### src/rtl/mem_map_pkg.sv
// rtl/mem_map_pkg.sv - shared types and default address map for the memory map controller
package mem_map_pkg;

    typedef enum logic [1:0] {
        IDLE  = 2'd0,
        ISSUE = 2'd1,
        DRAIN = 2'd2,
        RESP  = 2'd3
    } state_t;

    // Default map: instruction memory, ROM, RAM (bases and sizes in words)
    localparam logic [31:0] INS_BASE = 32'd0;
    localparam logic [31:0] INS_SIZE = 32'd1000;
    localparam logic [31:0] ROM_BASE = 32'd1000;
    localparam logic [31:0] ROM_SIZE = 32'd30000;
    localparam logic [31:0] RAM_BASE = 32'd31000;
    localparam logic [31:0] RAM_SIZE = 32'd30015;
    localparam logic [2:0]  DEFAULT_WRITABLE = 3'b100;

    function automatic int calc_lanes(input int v, input int s);
        return v / s;
    endfunction

endpackage

### src/rtl/mem_region_decode.sv
// rtl/mem_region_decode.sv - combinational window/protection decode for one access
module mem_region_decode
    import mem_map_pkg::*;
#(
    parameter int S           = 32,
    parameter int NUM_REGIONS = 3,
    parameter int IW          = (NUM_REGIONS > 1) ? $clog2(NUM_REGIONS) : 1,
    parameter logic [NUM_REGIONS*S-1:0] REGION_BASE     = {RAM_BASE, ROM_BASE, INS_BASE},
    parameter logic [NUM_REGIONS*S-1:0] REGION_SIZE     = {RAM_SIZE, ROM_SIZE, INS_SIZE},
    parameter logic [NUM_REGIONS-1:0]   REGION_WRITABLE = DEFAULT_WRITABLE
) (
    input  logic [S-1:0]  addr,
    input  logic [S:0]    nbeats,
    input  logic          we,
    output logic          hit,
    output logic [IW-1:0] region,
    output logic [S-1:0]  offset,
    output logic          err
);

    logic [S:0] last;
    logic [S:0] base;
    logic [S:0] lim;

    always_comb begin
        hit    = 1'b0;
        region = '0;
        offset = '0;
        base   = '0;
        lim    = '0;
        // One extra bit so an access running past 2^S is visible as last[S]
        last   = {1'b0, addr} + nbeats - 1'b1;
        // Descending scan lets the lowest hitting index win
        for (int i = NUM_REGIONS - 1; i >= 0; i--) begin
            base = {1'b0, REGION_BASE[i*S +: S]};
            lim  = base + {1'b0, REGION_SIZE[i*S +: S]};
            if (base <= {1'b0, addr} && last < lim) begin
                hit    = 1'b1;
                region = IW'(i);
                offset = addr - REGION_BASE[i*S +: S];
            end
        end
        err = !hit || last[S] || (we && !REGION_WRITABLE[region]);
    end

endmodule

### src/rtl/mem_map_ctrl.sv
// rtl/mem_map_ctrl.sv - handshaked address-map controller splitting vector accesses into word beats
module mem_map_ctrl
    import mem_map_pkg::*;
#(
    parameter int S           = 32,
    parameter int V           = 192,
    parameter int NUM_REGIONS = 3,
    parameter logic [NUM_REGIONS*S-1:0] REGION_BASE     = {RAM_BASE, ROM_BASE, INS_BASE},
    parameter logic [NUM_REGIONS*S-1:0] REGION_SIZE     = {RAM_SIZE, ROM_SIZE, INS_SIZE},
    parameter logic [NUM_REGIONS-1:0]   REGION_WRITABLE = DEFAULT_WRITABLE
) (
    input  logic                     clk,
    input  logic                     rst,
    input  logic                     req_valid,
    output logic                     req_ready,
    input  logic                     req_we,
    input  logic                     req_vec,
    input  logic [S-1:0]             req_addr,
    input  logic [V-1:0]             req_wdata,
    output logic                     resp_valid,
    input  logic                     resp_ready,
    output logic [V-1:0]             resp_rdata,
    output logic                     resp_err,
    output logic [NUM_REGIONS-1:0]   mem_sel,
    output logic                     mem_we,
    output logic [S-1:0]             mem_addr,
    output logic [S-1:0]             mem_wdata,
    input  logic [NUM_REGIONS*S-1:0] mem_rdata
);

    localparam int LANES = calc_lanes(V, S);
    localparam int IW    = (NUM_REGIONS > 1) ? $clog2(NUM_REGIONS) : 1;
    localparam int CW    = $clog2(LANES + 1);

    if (V % S != 0) begin : g_bad_width
        $error("mem_map_ctrl: V must be a multiple of S");
    end

    state_t          state;
    logic [CW-1:0]   beat;
    logic [CW-1:0]   last_beat;
    logic            we_q;
    logic [IW-1:0]   region_q;
    logic [V-1:0]    wdata_q;

    logic            dec_hit;
    logic            dec_err;
    logic [IW-1:0]   dec_region;
    logic [S-1:0]    dec_offset;
    logic [S:0]      dec_nbeats;
    logic [S-1:0]    rd_slice;

    assign dec_nbeats = req_vec ? (S+1)'(LANES) : (S+1)'(1);
    assign req_ready  = (state == IDLE);
    assign rd_slice   = mem_rdata[region_q*S +: S];

    mem_region_decode #(
        .S               (S),
        .NUM_REGIONS     (NUM_REGIONS),
        .IW              (IW),
        .REGION_BASE     (REGION_BASE),
        .REGION_SIZE     (REGION_SIZE),
        .REGION_WRITABLE (REGION_WRITABLE)
    ) u_decode (
        .addr   (req_addr),
        .nbeats (dec_nbeats),
        .we     (req_we),
        .hit    (dec_hit),
        .region (dec_region),
        .offset (dec_offset),
        .err    (dec_err)
    );

    // mem_* are registered one beat ahead; read data trails the bus by one cycle
    always_ff @(posedge clk or negedge rst) begin
        if (!rst) begin
            state      <= IDLE;
            beat       <= '0;
            last_beat  <= '0;
            we_q       <= 1'b0;
            region_q   <= '0;
            wdata_q    <= '0;
            resp_valid <= 1'b0;
            resp_err   <= 1'b0;
            resp_rdata <= '0;
            mem_sel    <= '0;
            mem_we     <= 1'b0;
            mem_addr   <= '0;
            mem_wdata  <= '0;
        end else begin
            case (state)
                IDLE: begin
                    if (req_valid) begin
                        resp_rdata <= '0;
                        if (!dec_hit || dec_err) begin
                            state      <= RESP;
                            resp_valid <= 1'b1;
                            resp_err   <= 1'b1;
                        end else begin
                            state     <= ISSUE;
                            beat      <= '0;
                            last_beat <= req_vec ? CW'(LANES - 1) : '0;
                            we_q      <= req_we;
                            region_q  <= dec_region;
                            wdata_q   <= req_wdata;
                            resp_err  <= 1'b0;
                            mem_sel   <= NUM_REGIONS'(1) << dec_region;
                            mem_we    <= req_we;
                            mem_addr  <= dec_offset;
                            mem_wdata <= req_wdata[S-1:0];
                        end
                    end
                end
                ISSUE: begin
                    if (!we_q && beat != '0) begin
                        resp_rdata[(beat - 1'b1)*S +: S] <= rd_slice;
                    end
                    if (beat == last_beat) begin
                        mem_sel   <= '0;
                        mem_we    <= 1'b0;
                        mem_addr  <= '0;
                        mem_wdata <= '0;
                        if (we_q) begin
                            state      <= RESP;
                            resp_valid <= 1'b1;
                        end else begin
                            state <= DRAIN;
                        end
                    end else begin
                        beat      <= beat + 1'b1;
                        mem_addr  <= mem_addr + 1'b1;
                        mem_wdata <= wdata_q[(beat + 1'b1)*S +: S];
                    end
                end
                DRAIN: begin
                    resp_rdata[beat*S +: S] <= rd_slice;
                    state      <= RESP;
                    resp_valid <= 1'b1;
                end
                RESP: begin
                    if (resp_ready) begin
                        resp_valid <= 1'b0;
                        resp_err   <= 1'b0;
                        resp_rdata <= '0;
                        state      <= IDLE;
                    end
                end
                default: state <= IDLE;
            endcase
        end
    end

endmodule

### config.mk
export PLATFORM = sky130hd
export DESIGN_NAME = mem_map_ctrl
export DESIGN_NICKNAME = d
export VERILOG_FILES = /design/src/rtl/mem_map_pkg.sv /design/src/rtl/mem_region_decode.sv /design/src/rtl/mem_map_ctrl.sv
export SDC_FILE = /design/constraint.sdc
export NUM_CORES = 1
export LEC_CHECK = 0
export CORE_MARGIN = 2
export CORE_UTILIZATION = 50
export DETAILED_ROUTE_END_ITERATION = 12
export PLACE_DENSITY = 0.8
export SLEW_MARGIN = 25
export SYNTH_ARGS = -nofsm -noshare
export SYNTH_HDL_FRONTEND = slang
export SYNTH_HIERARCHICAL = 1
export SYNTH_SLANG_ARGS = --single-unit
export TNS_END_PERCENT = 100
### constraint.sdc
create_clock -name clk -period 3.6 [get_ports clk]
set_input_delay 0.72 -clock clk [delete_from_list [all_inputs] [get_ports clk]]
set_output_delay 0.72 -clock clk [all_outputs]
set_load 0.01 [all_outputs]
* Word-level counts from Yosys, hierarchy flattened
Index checks and enable logic that the tools add are counted.
Operators by class: add/subtract/negate cells 10, $lt $le $gt $ge 6, equality and inequality tests 12, shift operators 7, muxes and demuxes 54, bitwise gates (word level) 1, reductions and logical operators 22
Operators by type and width (number):
- 192-bit case mux with 4 select lines | 1
- 192-bit 2-to-1 mux | 3
- 192-bit bitwise mux | 2
- 32-bit by 34-bit variable shift with 192-bit output (first input constant) | 2
- 32-bit by 34-bit variable part select with 192-bit output | 2
- 32-bit 2-to-1 mux | 9
- 192-bit by 10-bit variable part select with 32-bit output | 1
- 32-bit case mux with 2 select lines | 2
- 96-bit by 8-bit variable part select with 32-bit output | 1
- 32-bit negator with 34-bit output | 1
- 8-bit negator with 34-bit output | 1
- 32-bit by 3-bit adder with 33-bit output | 1
- 33-bit by 10-bit < comparator with 1-bit output (second input constant) | 1
- 33-bit by 15-bit < comparator with 1-bit output (second input constant) | 1
- 33-bit by 16-bit < comparator with 1-bit output (second input constant) | 1
- 33-bit by 1-bit subtractor with 33-bit output (second input constant) | 1
- 32-bit by 1-bit adder with 32-bit output (second input constant) | 1
- 10-bit by 32-bit less-or-equal comparator with 1-bit output (first input constant) | 1
- 15-bit by 32-bit less-or-equal comparator with 1-bit output (first input constant) | 1
- 32-bit by 10-bit subtractor with 32-bit output (second input constant) | 1
- 32-bit by 15-bit subtractor with 32-bit output (second input constant) | 1
- 3-bit 2-to-1 mux | 8
- 1-bit 2-to-1 mux | 15
- 3-bit AND reduction | 5
- 25 further kinds | 49
Storage, ports and cells: register bits 465, input port bits 326, output and inout port bits 263

* Depth between registers and ports, before layout
depth after elaboration 17, mapped depth 27

* Modules after synthesis
Netlist, hierarchy kept.
Modules (own cells, without submodules):
- mem_map_ctrl | times used 1, cells each 1738, area an instance 20833.7 µm²
- mem_region_decode | times used 1, cells each 725, area an instance 4693.3 µm²

* Worst setup path after synthesis
OpenSTA, ideal clock, no wires.
kind input to register, start input port req_addr[1], end register mem_addr[15], setup time 0.126 ns, data arrival time 5.625 ns, slack -2.151 ns, stages 25, cell sequence inv_1 ha_1 inv_1 ha_1 inv_1 fa_1 nand2b_1 a21oi_2 o21ai_2 a211oi_2 o21ai_0 a22o_1 a2111oi_2 o2111ai_1 or4_1 buf_4 buf_6 a211o_1 nand4b_1 buf_2 nand2_1 buf_2 clkbuf_1 o21ai_0 a221o_1
On the way: cells in the longest elaborated chain, start to end 15, elaborated cells between the ends (all ways) 33
RTL lines:
- from (decl) | RTL line mem_map_ctrl.sv:18 | input logic [S-1:0] req_addr,
- 32-bit by 3-bit adder with 33-bit output | RTL line mem_region_decode.sv:32 | last = {1'b0, addr} + nbeats - 1'b1;
- 33-bit by 1-bit subtractor with 33-bit output | RTL line mem_region_decode.sv:32
- 33-bit by 16-bit < comparator with 1-bit output | RTL line mem_region_decode.sv:37 | if (base <= {1'b0, addr} && last < lim) begin
- 1-bit logical AND | RTL line mem_region_decode.sv:37
- 2-bit 2-to-1 mux (3 in a row) | RTL line mem_region_decode.sv:37
- 1-bit binary-select mux with 2-bit select | RTL line mem_region_decode.sv:43 | err = !hit || last[S] || (we && !REGION_WRITABLE[region]);
- 1-bit 2-to-1 mux (not written as such) | RTL line mem_region_decode.sv:43
- 1-bit zero test | RTL line mem_region_decode.sv:43
- 1-bit logical AND | RTL line mem_region_decode.sv:43
- 1-bit logical OR (*) | RTL line mem_region_decode.sv:43
- net dec_err | RTL line mem_map_ctrl.sv:47 | logic dec_err;
- 1-bit logical OR (*) | RTL line mem_map_ctrl.sv:95 | if (!dec_hit || dec_err) begin
- 2-bit != test (no line) (*)
- 3-bit AND reduction (no line) (*)
- to (signal assigned) | RTL line mem_map_ctrl.sv:109 | mem_addr <= dec_offset;
- to (signal assigned) | RTL line mem_map_ctrl.sv:131 | mem_addr <= mem_addr + 1'b1;
- to (decl) | RTL line mem_map_ctrl.sv:26 | output logic [S-1:0] mem_addr,
The timed path passes the listed nets; every way through them passes the cells marked *. The select of a mux whose other input is x is not followed. A chain may end at the register's enable or synchronous reset.

* Worst setup path in the final report
start input port req_vec, end register mem_addr[30]
On the way: cells in the longest elaborated chain, start to end 16, elaborated cells between the ends (all ways) 30
RTL lines:
- from (decl) | RTL line mem_map_ctrl.sv:17 | input logic req_vec,
- 3-bit 2-to-1 mux (*) | RTL line mem_map_ctrl.sv:53 | assign dec_nbeats = req_vec ? (S+1)'(LANES) : (S+1)'(1);
- net dec_nbeats[0] | RTL line mem_map_ctrl.sv:50 | logic [S:0] dec_nbeats;
- 32-bit by 3-bit adder with 33-bit output (*) | RTL line mem_region_decode.sv:32
- 33-bit by 1-bit subtractor with 33-bit output (*) | RTL line mem_region_decode.sv:32
- 33-bit by 16-bit < comparator with 1-bit output | RTL line mem_region_decode.sv:37
- 1-bit logical AND | RTL line mem_region_decode.sv:37
- 2-bit 2-to-1 mux (3 in a row) | RTL line mem_region_decode.sv:37
- 1-bit binary-select mux with 2-bit select | RTL line mem_region_decode.sv:43
- 1-bit 2-to-1 mux (not written as such) | RTL line mem_region_decode.sv:43
- 1-bit zero test | RTL line mem_region_decode.sv:43
- 1-bit logical AND | RTL line mem_region_decode.sv:43
- 1-bit logical OR (*) | RTL line mem_region_decode.sv:43
- net dec_err | RTL line mem_map_ctrl.sv:47
- 1-bit logical OR (*) | RTL line mem_map_ctrl.sv:95
- 2-bit != test (no line) (*)
- 3-bit AND reduction (no line) (*)
Marked as above.

==> run summary <==
CP Launch Type - primary input
Total CTS buffers - 47
Kind of critical path - in2reg
Setup crit end kind - register
Initial core utilization - 50.78%
Insertion delay to the later sink of the worst-skew pair - 0.59 ns
Final-stage net count - 3,698
First-pass GRT wire length - 148,100 µm
Post-synth EDFFs - 0
FILL cells - 3,331
Clk sinks - 431
Pwr per Cell Area - 464.9 nW/µm²
Gpl congestion - 0.9632
Die X - 230.0 µm
Endpoints failing hold - 0
Lkg Pwr - 16.02 nW
Worst Path Max Fanout - 7
Flops & latches, synth - 431
Worst path max stage delay - 0.48 ns
Largest net degree at the start of global routing - 97
Drt first pass iters - 5
Top delay family on crit path - compound AO/OA/AOI/OAI gates
Clock transition at path regs - 0.06 ns
Status - finished with violations
Commonest cells post-synth - dfrtp_1, mux2_2, nand2_1, a21oi_1, inv_1
Post-synth top area share - 42.25%
Layout Cells excl Fill - 4,008
Slowest cell on crit path - or4_4
Rel. slew slack - 33.16%
Post-synthesis cell area - 25,530 µm²
Post-DP HPWL - 70,200 µm
Count leader, synth - dfrtp_1
Final Cycle Share - 134.9%
Number of cell rows - 82
Io pins - 589
Worst-Margin Slew - 0.9935 ns
Total Routed Length - 100,800 µm
Die Area - 52,880 µm²
Area growth syn-to-layout - 47.28%
CP Buf/Inv Count - 7
Asr flop ratio synth - 100.0%
Synth Instances - 2,463
Worst setup margin - -1.256 ns
Fmax - 0.2060 GHz
Yosys warning count - 6
Initial drt markers - 2,367
Vias in the first global route - 25,040
Most used DFF post-synth - dfrtp_1
Max VDD drop - 0.5213 mV
Arrival time worst endpoint - 5.30 ns
Fin Hold WS - 0.1124 ns
Ranking of synthesized cells by area - dfrtp_1, mux2_2, ha_1, a22o_1, a21oi_1
Overall power - 17.48 mW
Grt total ovfl - 0
Min cycle time layout - 4.856 ns
Placed cell count - 3,877
Core Region - 50,270 µm²
DRC - 0
CP required - 4.05 ns
Fin. max-slew vios - 0
Root buffer cell - clkbuf_16
Failing checks - negative setup slack
Unrepaired setup endpoints after global routing - true
Synth unique cells - 97
CTS Buffer Depth - 3
DR WL/cell - 25.15 µm
Fin Setup TNS - -263.13 ns
Vias per cell - 6.283
Vias - 25,180
Yosys top cell by area - dfrtp_1
Depth of the CTS H-tree - 2
GRT Total Usage - 35.90%
Final setup viols - 238
Max-Cap Viols - 0
Sequential fraction of the synthesis area - 42.25%
Avg Inst Size Synth - 10.36 µm²
Skew final - 0.01785 ns
CTS tree - done
Share of layout cells above drive strength 1 - 29.88%
Antenna violations before repair - 11
# port buffers - 588
ANT nets after route - 0
Die height - 230.0 µm
Hold crit path type - in2async
Hold buffers post-CTS - 0
[flip-flops by register name, summed over array words and instances (netlist names)]
name and cells:
we_q 1, state 2, resp_rdata 192, wdata_q 160, mem_sel 3, resp_valid 1
mem_wdata 32, mem_addr 32, resp_err 1, last_beat 1, region_q 2, mem_we 1
beat 3
[cell families after synthesis]
| family | share of synthesized area (%) |
|---|---|
| adders and majority gates | 3.951 |
| and+or+nand+nor | 12.78 |
| xor gates and xnor gates | 0.7156 |
| buffers and inverters | 5.627 |
| AOI/OAI and AO/OA | 20.38 |
| muxes | 14.29 |
| other | 0.01469 |
| DFF | 42.25 |
[stage by stage]
stage,utilization (%),area [µm²],setup WS (ns)
after global placement,68.34,34350,-2.390
after CTS,73.12,36760,-1.198
final,74.79,37600,-1.256
after global routing,74.79,37600,-1.445
after floorplan,-,26100,-1.517
after detailed placement,68.34,34350,-2.522
[report_power, final]
part           total [mW]  leakage [nW]  switching, mW  internal (mW)
sequential           5.54          5.91          0.307           5.24
combinational        6.65          9.28           3.84           2.81
clock                5.29         0.825           2.14           3.15
total                17.5          16.0           6.28           11.2
[final timing paths]
| check | endpoint | slack, ns | startpoint | depth (start not counted) |
|---|---|---|---|---|
| worst min-delay path | resp_rdata[127] | 0.11 | rst | 1 |
| worst max-delay path | mem_addr[30] | -1.26 | req_vec | 25 |
| worst min register to register | resp_rdata[112] | 0.49 | resp_rdata[112] | 1 |
| max in group asynchronous | wdata_q[178] | 2.44 | rst | 3 |
| min in group clk | resp_rdata[112] | 0.49 | resp_rdata[112] | 1 |
| worst max register to register | resp_rdata[12] | 0.13 | beat[0] | 12 |
[cell usage in the layout, fill, tap and decap left out, types with 37 or more instances in the layout]
cell	synthesis	final
clkdlybuf4s50_1	0	557
dfrtp_1	431	427
buf_4	4	299
mux2_2	227	227
nand2_1	173	153
inv_1	150	126
a21oi_1	155	112
a22o_1	103	103
nor2_1	107	95
o221ai_1	65	65
ha_1	79	60
clkbuf_16	0	55
nor3_2	50	53
nor3_1	49	45
a21oi_2	4	43
o21ai_0	72	40
mux2i_1	37	37
[metal layers]
metal  global-route usage (%)  part of all wire, %  vias up
met4                    16.67                  5.7        4
met1                    45.22                   38    12500
met3                    8.147                  8.9      350
met5                        0                0.027        -
li1                         -                    -    10900
met2                    58.82                   48     1429
[cell type report]
type | instances | area [µm²] | share of cell area, %
multi-input combinational | 1725 | 14630 | 38.91
clock inverter | 18 | 276.5 | 0.7355
antenna | 9 | 22.52 | 0.05990
timing repair buffer | 935 | 9041 | 24.05
inverter | 152 | 595.6 | 1.584
clock buffer | 66 | 1399 | 3.721
tap | 672 | 840.8 | 2.236
sequential | 431 | 10790 | 28.71
[repair_timing]
item                       CTS  global route
pin swaps                   38            50
setup endpoints to repair  238           275
setup buffers               14            15
gates resized for setup    185           120
cloned                       4             9
Note: power is estimated with default switching activity, not from simulation.
